--- src/rtl/battle_pkg.sv ---
// Shared types and constants for the battle turn datapath: FSM states,
// the move table and the LFSR feedback taps.
package battle_pkg;

  typedef enum logic [2:0] {
    IDLE,
    LATCH,
    LOOKUP,
    ROLL,
    APPLY,
    DONE
  } state_t;

  localparam int unsigned LFSR_W    = 16;
  localparam int unsigned TBL_W     = 4;
  localparam logic [LFSR_W-1:0] LFSR_TAPS = 16'hB400;

  // Move table, indexed by move number modulo 4.
  localparam logic [TBL_W-1:0] MOVE_DMG [4] = '{4'd3, 4'd5, 4'd7, 4'd10};
  localparam logic [TBL_W-1:0] MOVE_ACC [4] = '{4'd15, 4'd12, 4'd8, 4'd4};

endpackage

--- src/rtl/battle_lfsr.sv ---
// 16-bit Galois LFSR with hold and load; a zero load value is replaced
// by the reset seed so the register can never lock up.
module battle_lfsr
  import battle_pkg::*;
#(
  parameter logic [LFSR_W-1:0] SEED = 16'hACE1
) (
  input  logic              clk,
  input  logic              rst,
  input  logic              hold,
  input  logic              load,
  input  logic [LFSR_W-1:0] seed,
  output logic [LFSR_W-1:0] value
);

  always_ff @(posedge clk) begin
    if (rst) begin
      value <= SEED;
    end else if (load) begin
      value <= (seed == '0) ? SEED : seed;
    end else if (!hold) begin
      value <= (value >> 1) ^ (value[0] ? LFSR_TAPS : '0);
    end
  end

endmodule

--- src/rtl/battle_dp_gen.sv ---
// Turn-resolution datapath: move select, table lookup, accuracy roll and
// saturating HP update. Define BATTLE_CRIT_EN to enable critical hits.
module battle_dp_gen
  import battle_pkg::*;
#(
  parameter int unsigned       HP_W      = 5,
  parameter int unsigned       MAX_HP    = 15,
  parameter int unsigned       MOVE_W    = 2,
  parameter int unsigned       ACC_W     = 4,
  parameter logic [LFSR_W-1:0] LFSR_SEED = 16'hACE1
) (
  input  logic              clk,
  input  logic              rst,
  input  logic              start,
  input  logic              attacker,
  input  logic [MOVE_W-1:0] p_move,
  input  logic              rng_hold,
  input  logic              rng_load,
  input  logic [LFSR_W-1:0] rng_seed,
  output logic              busy,
  output logic              done,
  output logic              hit,
  output logic              crit,
  output logic [HP_W-1:0]   dmg,
  output logic [ACC_W-1:0]  accu,
  output logic [HP_W-1:0]   p_hp,
  output logic [HP_W-1:0]   ai_hp,
  output logic              ko_p,
  output logic              ko_ai
);

  state_t             state, state_next;
  logic [LFSR_W-1:0]  lfsr;
  logic               atk;
  logic [MOVE_W-1:0]  mv;
  logic [1:0]         idx;
  logic               roll_hit;
  logic [HP_W-1:0]    eff_dmg;
  logic [HP_W-1:0]    target;
  logic [HP_W-1:0]    target_next;
  logic               lfsr_unused;

  battle_lfsr #(.SEED(LFSR_SEED)) u_lfsr (
    .clk   (clk),
    .rst   (rst),
    .hold  (rng_hold),
    .load  (rng_load),
    .seed  (rng_seed),
    .value (lfsr)
  );

  // Only a few LFSR bits feed the datapath; fold the rest away.
  assign lfsr_unused = ^lfsr;

  assign ko_p     = (p_hp == '0);
  assign ko_ai    = (ai_hp == '0);
  assign idx      = 2'(mv);
  assign roll_hit = (lfsr[ACC_W-1:0] <= accu);

`ifdef BATTLE_CRIT_EN
  logic [HP_W:0] dbl_dmg;
  assign dbl_dmg = {dmg, 1'b0};

  // Doubled damage saturates at the largest representable HP value.
  always_comb begin
    eff_dmg = dmg;
    if (crit) eff_dmg = dbl_dmg[HP_W] ? '1 : dbl_dmg[HP_W-1:0];
  end

  always_ff @(posedge clk) begin
    if (rst) begin
      crit <= 1'b0;
    end else if (state == ROLL) begin
      crit <= roll_hit && (lfsr[15:13] == 3'b111);
    end
  end
`else
  assign eff_dmg = dmg;
  assign crit    = 1'b0;
`endif

  assign target      = atk ? p_hp : ai_hp;
  assign target_next = (eff_dmg >= target) ? '0 : target - eff_dmg;

  always_ff @(posedge clk) begin
    if (rst) state <= IDLE;
    else     state <= state_next;
  end

  always_comb begin
    state_next = state;
    unique case (state)
      IDLE:    if (start && !ko_p && !ko_ai) state_next = LATCH;
      LATCH:   state_next = LOOKUP;
      LOOKUP:  state_next = ROLL;
      ROLL:    state_next = APPLY;
      APPLY:   state_next = DONE;
      DONE:    state_next = IDLE;
      default: state_next = IDLE;
    endcase
  end

  always_ff @(posedge clk) begin
    if (rst) begin
      busy  <= 1'b0;
      done  <= 1'b0;
      hit   <= 1'b0;
      atk   <= 1'b0;
      mv    <= '0;
      dmg   <= '0;
      accu  <= '0;
      p_hp  <= HP_W'(MAX_HP);
      ai_hp <= HP_W'(MAX_HP);
    end else begin
      busy <= (state_next != IDLE);
      done <= (state_next == DONE);
      unique case (state)
        LATCH: begin
          atk <= attacker;
          mv  <= attacker ? lfsr[MOVE_W-1:0] : p_move;
        end
        LOOKUP: begin
          dmg  <= HP_W'(MOVE_DMG[idx]);
          accu <= ACC_W'(MOVE_ACC[idx]);
        end
        ROLL: hit <= roll_hit;
        APPLY: begin
          if (hit) begin
            if (atk) p_hp  <= target_next;
            else     ai_hp <= target_next;
          end
        end
        default: ;
      endcase
    end
  end

endmodule
--- config.mk ---
export PLATFORM = sky130hd
export DESIGN_NAME = battle_dp_gen
export DESIGN_NICKNAME = d
export VERILOG_FILES = /design/src/rtl/battle_pkg.sv /design/src/rtl/battle_lfsr.sv /design/src/rtl/battle_dp_gen.sv
export SDC_FILE = /design/constraint.sdc
export NUM_CORES = 1
export LEC_CHECK = 0
export CAP_MARGIN = 20
export CORE_UTILIZATION = 43
export CTS_BUF_LIST = sky130_fd_sc_hd__clkbuf_4 sky130_fd_sc_hd__clkbuf_8
export DETAILED_ROUTE_END_ITERATION = 10
export PLACE_DENSITY = 0.79
export SYNTH_ARGS = -nofsm -noshare
export SYNTH_HDL_FRONTEND = slang
export SYNTH_SLANG_ARGS = --single-unit
--- constraint.sdc ---
create_clock -name clk -period 2.7 [get_ports clk]
set_clock_uncertainty 0.2 [all_clocks]
set_input_delay 0.675 -clock clk [delete_from_list [all_inputs] [get_ports clk]]
set_output_delay 0.675 -clock clk [all_outputs]
set_load 0.005 [all_outputs]
==> flow_summary.json <==
{
  "async_flop_share_pct": 0,
  "synth.mux.area_fraction_pct": 10.6,
  "status": "complete, no violations",
  "cts_tree": "done",
  "irDropWorstVdd_uv": 238,
  "rsz0062_at_grt": "no",
  "fin_nets": 322,
  "die_x_um": 73.7,
  "switchingPower_uw": 361,
  "p_per_area_nw_per_um2": 480,
  "ios": 49,
  "wl_mm": 4.70,
  "post-dp-hpwl_mm": 3.45,
  "htree_levels": 2,
  "die_y_um": 73.7,
  "p_clk_share_pct": 30.4,
  "min_from": "accu[2]$_SDFFE_PP0N_",
  "hp-class": "flip-flop to flip-flop",
  "critPathRequiredTime_ns": 2.68,
  "routed_via_density": 5.23,
  "drc_errors": 0,
  "yosys.area_share.simple_pct": 19.4,
  "avgSynthCellArea_sq_um": 9.25,
  "worstSetupPathType": "flip-flop to flip-flop",
  "grt_pass1_vias": 1774,
  "regToRegStartpoint": "atk$_SDFFE_PP0P_",
  "antenna_left": 0,
  "post_drt_wl_per_cell_um": 13.4,
  "setup_violations": 0,
  "drv_cap": 0,
  "max_slew_margin_pct": 56.4,
  "clk_pin_slew_worst_paths_ns": 0.07,
  "fp-row-count": 25,
  "ctsHoldBuffers": 0,
  "synth_top_family_by_area": "simple AND/OR/NAND/NOR gates",
  "core-area_sq_um": 4850,
  "gp_congestion": 0.840,
  "final.setup.tns_ns": 0,
  "grt_max_degree": 25,
  "place_ws_ns": 0.329,
  "arrival_ns": 2.38,
  "synth_common_cells": "dfxtp_1, nor2_1, a21oi_1, ha_1, mux2i_1",
  "cts_sinks": 41,
  "tightest_slew_ns": 0.650,
  "r2r_end": "ai_hp[0]$_SDFFE_PP1P_",
  "finalMaxSlewViolations": 0,
  "r2r_setup_slack_ns": 0.30,
  "whs_path_depth": 2,
  "vias": 1835,
  "drtIter0Drc": 109,
  "max_freq_ghz": 0.417,
  "end_kind": "flip-flop",
  "n_antenna_cell": 0,
  "swShare_pct": 26.6,
  "synth_warnings": 0,
  "synth-xor-area-share_pct": 2.38,
  "syn2layout_area_growth_pct": 28.0,
  "ys_seq_area_share_pct": 37.1,
  "setup_ws_ns": 0.301,
  "die_area_sq_um": 5430,
  "grt_usage_pct": 19.6,
  "synth_top_cell_by_area": "dfxtp_1",
  "drive_above_1_share_pct": 12.0,
  "finalCritPeriodShare_pct": 88.9,
  "gr-total-overflow": 0,
  "yosys-top-cells-area": "dfxtp_1, ha_1, mux2i_1",
  "hold_violations": 0,
  "cts_made_buffers": 5,
  "ys.flop_type": "dfxtp_1",
  "io_buffers": 46,
  "synth_fa_ha_area_share_pct": 8.27,
  "internal-power_uw": 998,
  "synth.distinct_cells": 46,
  "ys_ff_latch": 41,
  "first_pass_iters": 4,
  "root_buffer": "clkbuf_8",
  "netlist_area_sq_um": 2210,
  "leakage_uw": 0.00110,
  "clk_latency_ns": 0.29,
  "pwr-share-seq_pct": 50.1,
  "min_period_ns": 2.40,
  "netlist_instances": 239,
  "cts_buffer_depth": 2,
  "grt_pass1_wl_mm": 8.01,
  "cp-start-kind": "flip-flop",
  "antenna_found_initial": 0,
  "synth_edf_count": 0,
  "p_comb_share_pct": 19.4,
  "start_util_pct": 45.6,
  "synth.most_common_cell": "dfxtp_1",
  "ff2ff_path_depth": 7,
  "synth_top_area_share_pct": 37.1,
  "synth_compound_area_share_pct": 16.0,
  "crit_fanout": 5,
  "whs_endpoint": "accu[2]$_SDFFE_PP0N_"
}
[repair_timing]
item | 4_1_cts | 5_1_grt
pin swaps | 1 | 0
setup endpoints to repair | 1 | 2
buffers inserted | 4 | 0
resized for setup | 1 | 2
[placed cells by master (no fill, tap or decap), types with 7 or more instances in the layout]
cell and n:
a21oi_1 14, a221o_1 8, buf_4 9, clkdlybuf4s50_1 44, dfxtp_1 40, ha_1 13
inv_1 10, mux2_1 7, mux2i_1 12, nand2b_1 9, nor2_1 32, o22ai_1 9
[routing by layer]
| layer | track usage [%] | routed length, um |
|---|---|---|
| met5 | 0 | 0 |
| met4 | 6.20 | 53 |
| met3 | 6.17 | 234 |
| met2 | 33.5 | 2290 |
| met1 | 23.1 | 2120 |
[worst max-delay path by stage]
| stage | from | end | slack [ns] | cells after the start |
|---|---|---|---|---|
| final | atk$_SDFFE_PP0P_ | ai_hp[0]$_SDFFE_PP1P_ | 0.30 | 7 |
| after global routing | atk$_SDFFE_PP0P_ | ai_hp[2]$_SDFFE_PP1P_ | 0.15 | 7 |
| after CTS | ai_hp[0]$_SDFFE_PP1P_ | ko_ai | 0.007 | 3 |
| after detailed placement | ai_hp[0]$_SDFFE_PP1P_ | ko_ai | 0.33 | 3 |
| after global placement | ai_hp[0]$_SDFFE_PP1P_ | ko_ai | 0.34 | 3 |
| after floorplan | atk$_SDFFE_PP0P_ | p_hp[3]$_SDFFE_PP1P_ | 0.33 | 7 |
[cells by family (layout without fill, tap and decap cells)]
family | Yosys count | after routing
AO/OA/AOI/OAI | 50 | 50
XOR/XNOR | 6 | 6
adder cells (fa/ha/maj) | 14 | 14
buffers and inverters | 29 | 73
flip-flops | 41 | 41
multiplexers | 22 | 22
other | 1 | 2
AND/OR/NAND/NOR | 76 | 76
[power groups by stage]
| stage | combinational (uW) | sequential, uW | clock (uW) |
|---|---|---|---|
| 2_1_floorplan | 185 | 679 | 0 |
| 3_3_place_gp | 258 | 694 | 0 |
| 3_5_place_dp | 263 | 696 | 0 |
| 4_1_cts | 266 | 682 | 424 |
| 5_1_grt | 297 | 688 | 451 |
| 6_report | 264 | 681 | 414 |
[metrics by stage]
stage	hold WS (ns)	utilization [%]	instances	power, uW	area [sq um]
2_1_floorplan	0.306	-	240	864	2210
3_3_place_gp	0.315	55.7	340	952	2700
3_5_place_dp	0.319	55.7	340	959	2700
4_1_cts	0.330	58.2	351	1370	2820
5_1_grt	0.342	58.3	351	1440	2830
6_report	0.325	58.3	351	1360	2830
[final cells by class]
class,count,area [sq um]
Multi-Input combinational cell,170,1260
Fill cell,443,2020
Sequential cell,41,822
Tap cell,67,83.8
Clock buffer,7,90.1
Timing Repair Buffer,55,533
Inverter,11,41.3
[sequential cells by signal, indices dropped and copies added, names as in the netlist]
name          count
p_hp              5
accu              2
idx               2
busy              1
done              1
state             3
atk               1
ai_hp             5
hit               1
dmg               4
u_lfsr.value     16
[critical path: stages, from the launching register on]
cell and delay [ns]:
dfxtp_1 0.40, buf_4 0.18, mux2_1 0.34, ha_1 0.24, a2111oi_2 0.34, o21a_2 0.22
nor2_2 0.07, a221o_1 0.30
(Power assumes the default switching activity.)
